[src/rtl/mem_line_sequencer.sv]
// Splits full-line read/write requests into per-subblock DRAM beats and
// reassembles read beats into a line, flagging out-of-order or stray beats.
module mem_line_sequencer #(
  parameter int unsigned ADDR_BITS  = 32,
  parameter int unsigned BLOCK_BITS = 256,
  parameter int unsigned SUBBLOCKS  = 4,
  parameter int unsigned SUB_LOG2   = 2
) (
  input  logic                             clk,
  input  logic                             reset,
  input  logic                             req_valid,
  output logic                             req_ready,
  input  logic                             req_we,
  input  logic [ADDR_BITS-1:0]             req_addr,
  input  logic [BLOCK_BITS-1:0]            req_wdata,
  output logic                             resp_valid,
  output logic                             resp_we,
  output logic [BLOCK_BITS-1:0]            resp_rdata,
  output logic [ADDR_BITS-1:0]             mem_addr,
  output logic                             mem_en,
  output logic                             mem_we,
  output logic [SUB_LOG2-1:0]              mem_dinDstrobe,
  output logic [BLOCK_BITS/SUBBLOCKS-1:0]  mem_din,
  input  logic [SUB_LOG2-1:0]              mem_doutDstrobe,
  input  logic [BLOCK_BITS/SUBBLOCKS-1:0]  mem_dout,
  input  logic                             mem_dready,
  input  logic                             mem_accR,
  input  logic                             mem_accW,
  output logic                             proto_err
);

  localparam int unsigned BEAT_W   = BLOCK_BITS / SUBBLOCKS;
  localparam int unsigned OFF_BITS = $clog2(BLOCK_BITS / 8);
  localparam int unsigned CNT_W    = SUB_LOG2 + 1;
  localparam logic [ADDR_BITS-1:0] OFF_MASK = ADDR_BITS'((1 << OFF_BITS) - 1);

  typedef enum logic [2:0] {
    IDLE       = 3'd0,
    WR_BURST   = 3'd1,
    RD_ISSUE   = 3'd2,
    RD_COLLECT = 3'd3,
    RESP       = 3'd4
  } state_e;

  state_e                  state_q, state_d;
  logic [CNT_W-1:0]        beat_q, beat_d;
  logic [BLOCK_BITS-1:0]   wdata_q, wdata_d;
  logic [BLOCK_BITS-1:0]   line_q, line_d;
  logic                    req_ready_q, req_ready_d;
  logic                    resp_valid_q, resp_valid_d;
  logic                    resp_we_q, resp_we_d;
  logic [BLOCK_BITS-1:0]   resp_rdata_q, resp_rdata_d;
  logic [ADDR_BITS-1:0]    mem_addr_q, mem_addr_d;
  logic                    mem_en_q, mem_en_d;
  logic                    mem_we_q, mem_we_d;
  logic [SUB_LOG2-1:0]     strobe_q, strobe_d;
  logic [BEAT_W-1:0]       din_q, din_d;
  logic                    proto_err_q, proto_err_d;

  logic                    wr_done;
  logic                    rd_last;
  logic                    collecting;

  assign req_ready      = req_ready_q;
  assign resp_valid     = resp_valid_q;
  assign resp_we        = resp_we_q;
  assign resp_rdata     = resp_rdata_q;
  assign mem_addr       = mem_addr_q;
  assign mem_en         = mem_en_q;
  assign mem_we         = mem_we_q;
  assign mem_dinDstrobe = strobe_q;
  assign mem_din        = din_q;
  assign proto_err      = proto_err_q;

  assign wr_done    = (beat_q == CNT_W'(SUBBLOCKS));
  assign rd_last    = (beat_q == CNT_W'(SUBBLOCKS - 1));
  assign collecting = (state_q == RD_ISSUE) || (state_q == RD_COLLECT);

  // Next-state and next-output logic
  always_comb begin
    state_d      = state_q;
    beat_d       = beat_q;
    wdata_d      = wdata_q;
    line_d       = line_q;
    req_ready_d  = 1'b0;
    resp_valid_d = 1'b0;
    resp_we_d    = 1'b0;
    resp_rdata_d = resp_rdata_q;
    mem_addr_d   = mem_addr_q;
    mem_en_d     = 1'b0;
    mem_we_d     = 1'b0;
    strobe_d     = strobe_q;
    din_d        = din_q;
    proto_err_d  = proto_err_q;

    case (state_q)
      IDLE: begin
        if (mem_dready) proto_err_d = 1'b1;
        if (req_valid && req_ready_q) begin
          mem_addr_d = req_addr & ~OFF_MASK;
          wdata_d    = req_wdata;
          beat_d     = '0;
          if (req_we) begin
            state_d  = WR_BURST;
            mem_we_d = 1'b1;
            strobe_d = '0;
            din_d    = req_wdata[BEAT_W-1:0];
            beat_d   = CNT_W'(1);
          end else begin
            state_d  = RD_ISSUE;
            mem_en_d = 1'b1;
          end
        end else begin
          req_ready_d = mem_accR && mem_accW;
        end
      end
      WR_BURST: begin
        if (mem_dready) proto_err_d = 1'b1;
        if (wr_done) begin
          state_d      = RESP;
          resp_valid_d = 1'b1;
          resp_we_d    = 1'b1;
        end else begin
          mem_we_d = 1'b1;
          strobe_d = beat_q[SUB_LOG2-1:0];
          din_d    = wdata_q[32'(beat_q) * BEAT_W +: BEAT_W];
          beat_d   = beat_q + CNT_W'(1);
        end
      end
      RD_ISSUE:   state_d = RD_COLLECT;
      RD_COLLECT: state_d = RD_COLLECT;
      RESP: begin
        if (mem_dready) proto_err_d = 1'b1;
        state_d     = IDLE;
        req_ready_d = mem_accR && mem_accW;
      end
      default: state_d = IDLE;
    endcase

    // Beats land at their own strobe slot; completion is counted, not indexed
    if (collecting && mem_dready) begin
      line_d[32'(mem_doutDstrobe) * BEAT_W +: BEAT_W] = mem_dout;
      if ({1'b0, mem_doutDstrobe} != beat_q) proto_err_d = 1'b1;
      beat_d = beat_q + CNT_W'(1);
      if (rd_last) begin
        state_d      = RESP;
        resp_valid_d = 1'b1;
        resp_rdata_d = line_d;
      end
    end
  end

  always_ff @(posedge clk or negedge reset) begin
    if (!reset) begin
      state_q      <= IDLE;
      beat_q       <= '0;
      wdata_q      <= '0;
      line_q       <= '0;
      req_ready_q  <= 1'b0;
      resp_valid_q <= 1'b0;
      resp_we_q    <= 1'b0;
      resp_rdata_q <= '0;
      mem_addr_q   <= '0;
      mem_en_q     <= 1'b0;
      mem_we_q     <= 1'b0;
      strobe_q     <= '0;
      din_q        <= '0;
      proto_err_q  <= 1'b0;
    end else begin
      state_q      <= state_d;
      beat_q       <= beat_d;
      wdata_q      <= wdata_d;
      line_q       <= line_d;
      req_ready_q  <= req_ready_d;
      resp_valid_q <= resp_valid_d;
      resp_we_q    <= resp_we_d;
      resp_rdata_q <= resp_rdata_d;
      mem_addr_q   <= mem_addr_d;
      mem_en_q     <= mem_en_d;
      mem_we_q     <= mem_we_d;
      strobe_q     <= strobe_d;
      din_q        <= din_d;
      proto_err_q  <= proto_err_d;
    end
  end

endmodule

[config.mk]
export PLATFORM = sky130hd
export DESIGN_NAME = mem_line_sequencer
export DESIGN_NICKNAME = d
export VERILOG_FILES = /design/src/rtl/mem_line_sequencer.sv
export SDC_FILE = /design/constraint.sdc
export NUM_CORES = 1
export LEC_CHECK = 0
export ABC_AREA = 0
export BUFFER_PORTS_ARGS = -buffer_cell sky130_fd_sc_hd__buf_2
export CAP_MARGIN = 20
export CORE_UTILIZATION = 25
export CTS_CLUSTER_SIZE = 12
export DETAILED_ROUTE_END_ITERATION = 6
export PLACE_DENSITY = 0.38
export SLEW_MARGIN = 20
export SYNTH_ARGS = -nofsm -noshare
export SYNTH_HDL_FRONTEND = slang
export SYNTH_SLANG_ARGS = --single-unit
[constraint.sdc]
create_clock -name clk -period 4.6 [get_ports clk]
set_clock_uncertainty 0.15 [all_clocks]
set_input_delay 0.46 -clock clk [delete_from_list [all_inputs] [get_ports clk]]
set_output_delay 0.46 -clock clk [all_outputs]
set_load 0.1 [all_outputs]
==> qor.log <==
INFO  worst_setup_path worstPathMaxFanout=144
INFO  cts            cts.root.buffer_cell=sky130_fd_sc_hd__clkbuf_16
INFO  global_route   grt_pass1_wl=197mm
INFO  global_route   first_global_vias=28600
INFO  worst_setup_path r2r_cells=5
INFO  global_route   overall_global_routing_usage=17.6%
INFO  layout         fillCellCount=14900
INFO  detailed_routing wire_per_inst=22.1um
INFO  detailed_routing via_per_inst=4.57
INFO  synthesis      number_of_cells_produced_by_synthesis=3069
INFO  layout         finalNetCount=4357
INFO  die            rows=140
INFO  synthesis      syn_area=36900squm
INFO  worst_setup_path worst-endpoint-required=5.03ns
INFO  worst_setup_path critPathMaxStageDelay=0.94ns
INFO  cts            tritoncts_sink_count=873
INFO  worst_setup_path crit_cells=5
INFO  cts            post-cts-setup-buffers=0
INFO  worst_setup_path r2r_slack=1.44ns
INFO  global_route   use_met3=5.06%
INFO  timing         final_period_minus_worst_setup_slack=3.16ns
INFO  detailed_routing route.detailed.drc=0
INFO  pwr            power.static_leakage=22.7nW
INFO  global_route   grt_remaining_overflow=0
INFO  synthesis      yosys_most_used_dff=sky130_fd_sc_hd__dfrtp_1
INFO  detailed_routing dr.first_iter.drc_count=1162
INFO  synthesis      postSynth.asyncResetShare=100%
INFO  place          placedCellCount=5443
INFO  die            die-height=386um
INFO  worst_setup_path reg_to_reg_start=state_q[1]
INFO  global_route   gr-usage-met1=24.4%
INFO  place          io_buffer_count=710
INFO  global_route   global_route.peak_usage_layer=met2
INFO  worst_setup_path endpoint_of_the_worst_register_to_register_path=resp_rdata[221]
INFO  timing         finalMaxSlewViolations=0
INFO  worst_setup_path critical_path.n_buffers_inverters=1
INFO  layout         area.growth.synth_to_final=33.5%
INFO  die            starting_density_of_the_core=25.3%
INFO  place          routabilityCongestion=0.724
INFO  worst_setup_path setup.worst_path.class=flip-flop to flip-flop
INFO  timing         fin_crit_sh=68.8%
INFO  synthesis      synth.ff_latch_count=873
INFO  layout         post_layout_nonfiller_instances=6005
INFO  pwr            vdd_ir_drop_max=608uV
INFO  synthesis      postSynthAreaPerCell=12.0squm
INFO  timing         tns=0ns
INFO  run_status     run_status=completed
INFO  cts            numCtsBuffers=107
INFO  timing         finalHoldViolations=0
INFO  pwr            power_per_cell_area=641nW/um^2
INFO  place          dp_hpwl=83.8mm
INFO  min_path       worst_hold_startpoint=req_valid
INFO  min_path       hold_path.class=primary input to flip-flop
INFO  worst_setup_path worstPathCellList=and3b_1, nand2_8, buf_12, nand2_1, o21ai_0
INFO  global_route   global_route.usage.met2=27.0%
INFO  die            die_w=386um
INFO  global_route   antenna_found_initial=29
INFO  timing         fmax=316MHz
INFO  worst_setup_path critical-path-top-delay-family=simple AND/OR/NAND/NOR gates
INFO  timing         worst_slew_margin_rel=28.4%
INFO  synthesis      ys_seq_area_share=59.3%
INFO  worst_setup_path startpoint_type=flip-flop
INFO  worst_setup_path worst_setup_path_end_kind=flip-flop
INFO  cts            htree_num_levels=3
INFO  detailed_routing antenna_left=0
INFO  layout         share_of_post_route_cells_with_drive_strength_above_1=31.9%
INFO  layout         final_common_cell=sky130_fd_sc_hd__dfrtp_1
INFO  timing         slew_of_the_pin_with_the_lowest_slew_margin=1.07ns
INFO  layout         commonest_non_fill_non_tap_cells_in_the_layout=sky130_fd_sc_hd__dfrtp_1 (871), sky130_fd_sc_hd__buf_2 (709), sky130_fd_sc_hd__dlygate4sd3_1 (353)
INFO  cts            clk_path_buf_depth=3
INFO  layout         finish.instance_area=49200squm
INFO  synthesis      synth-warning-count=0
INFO  detailed_routing overall_routed_net_length=132mm
INFO  timing         setup_viol=0
INFO  detailed_routing num_vias=27400
INFO  detailed_routing detailedRoute.firstPassIterationCount=4
INFO  synthesis      yosys.cell_types.count=44
INFO  job            cap_viol_max_count=0
INFO  die            ioPinCount=721
INFO  worst_setup_path worstPathArrival=3.60ns
INFO  min_path       min_delay_path_depth=4
INFO  die            overall_die_area=149000squm
INFO  min_path       hold_path_end=mem_dinDstrobe[0]
INFO  worst_setup_path critical_path.slowest_cell=sky130_fd_sc_hd__and3b_1
INFO  cts            later_pin_clock_latency_in_the_skew_report=0.74ns
INFO  cts            path_clk_slew=0.06ns
INFO  die            core_region_area=146000squm
INFO  synthesis      post_synth_edffs=0
INFO  timing         rsz_0062_raised_after_global_routing=false
INFO  global_route   grt_start_max_net_pins=145
INFO  cts            clock_tree_from_tritoncts=built
INFO  place          placed_cell_areas=42200squm
==> through the flow <==
stage                     power (mW)  hold WS (ns)  worst slack, ns  utilization (%)
after global routing            33.2        0.0861             1.17             33.7
after floorplan                 20.4        0.0144             2.19                -
final                           31.6         0.115             1.44             33.7
after global placement          23.0         0.304             1.36             28.9
after detailed placement        23.1         0.314             1.33             28.9
after CTS                       32.0        0.0424             1.40             33.7
==> worst max-delay path by stage <==
| stage | endpoint | startpoint | slack (ns) |
|---|---|---|---|
| global placement | line_q[200] | mem_doutDstrobe[0] | 1.36 |
| floorplan | wdata_q[146] | req_ready | 2.19 |
| detailed placement | line_q[194] | mem_doutDstrobe[0] | 1.33 |
| CTS | resp_rdata[59] | state_q[1] | 1.40 |
| finish | resp_rdata[221] | state_q[1] | 1.44 |
| global route | resp_rdata[59] | state_q[1] | 1.17 |
==> cell usage after synthesis (2+ instances only) <==
| cell | instances | area, sq um |
|---|---|---|
| sky130_fd_sc_hd__dfrtp_1 | 873 | 21800 |
| sky130_fd_sc_hd__a21oi_1 | 322 | 1610 |
| sky130_fd_sc_hd__mux2_2 | 283 | 3190 |
| sky130_fd_sc_hd__o21ai_0 | 266 | 1330 |
| sky130_fd_sc_hd__nand2_1 | 263 | 987 |
| sky130_fd_sc_hd__a22o_1 | 256 | 2240 |
| sky130_fd_sc_hd__nor2b_1 | 256 | 1600 |
| sky130_fd_sc_hd__buf_2 | 110 | 551 |
| sky130_fd_sc_hd__clkbuf_1 | 92 | 345 |
| sky130_fd_sc_hd__nor2_1 | 67 | 251 |
| sky130_fd_sc_hd__a22oi_1 | 64 | 480 |
| sky130_fd_sc_hd__mux4_2 | 64 | 1440 |
| sky130_fd_sc_hd__clkbuf_2 | 57 | 285 |
| sky130_fd_sc_hd__buf_1 | 29 | 109 |
| sky130_fd_sc_hd__buf_4 | 19 | 143 |
| sky130_fd_sc_hd__ha_1 | 8 | 100 |
| sky130_fd_sc_hd__inv_1 | 5 | 18.8 |
| sky130_fd_sc_hd__and2_1 | 4 | 25.0 |
| sky130_fd_sc_hd__buf_6 | 3 | 33.8 |
| sky130_fd_sc_hd__nor4bb_1 | 2 | 20.0 |
| sky130_fd_sc_hd__o21a_1 | 2 | 15.0 |
| sky130_fd_sc_hd__xnor2_1 | 2 | 17.5 |
==> what timing repair did <==
action                                 CTS  global route
hold buffers                           353             0
endpoints found under the hold margin  891             0
resized for setup                        0             0
setup endpoints to repair                0             0
==> where the power goes <==
group | switching (mW) | leakage (nW) | total (mW) | internal (mW)
logic | 8.05 | 9.55 | 11.8 | 3.75
clock network | 3.52 | 1.71 | 8.46 | 4.95
registers | 1.38 | 11.5 | 11.3 | 9.92
==> cell type report <==
type	instances	area [sq um]	share of cell area (%)
well taps	1917	2400	4.88
repair buffers	1116	7730	15.7
multi-input cells	1885	13700	27.8
clock buffers	161	3160	6.43
flip-flops and latches	873	21900	44.4
diodes	21	52.6	0.107
inverters	5	18.8	0.0381
clock inverters	27	297	0.603
==> registers in the layout, indices dropped and copies added, names as in the netlist, 2 cells and up <==
register,count
mem_addr,27
mem_din,64
state_q,3
mem_dinDstrobe,2
line_q,256
resp_rdata,256
beat_q,3
wdata_q,256
==> logic make-up (layout without fill, tap and decap cells) <==
family / after synthesis / count (layout) / synth area share, %
AOI/OAI and AO/OA: 916 / 916 / 15.6
DFF: 873 / 873 / 59.3
and+or+nand+nor: 607 / 607 / 8.24
muxes: 347 / 347 / 12.6
buffers and inverters: 315 / 1309 / 4.03
adders and majority gates: 8 / 8 / 0.272
xor gates and xnor gates: 2 / 2 / 0.0475
other: 1 / 26 / 0.0102
==> metal layers <==
metal	wire (um)	part of all wire [%]
met3	8690	6.6
met4	2750	2.1
met2	59000	45
met5	113	0.085
met1	61800	47
==> worst reg2reg max path: stages, from the launching register on <==
cell and delay (ns):
sky130_fd_sc_hd__dfrtp_1 0.57, sky130_fd_sc_hd__and3b_1 0.94, sky130_fd_sc_hd__nand2_8 0.51, sky130_fd_sc_hd__buf_12 0.47
sky130_fd_sc_hd__nand2_1 0.31, sky130_fd_sc_hd__o21ai_0 0.09
Power figures use the tool's default switching activity.
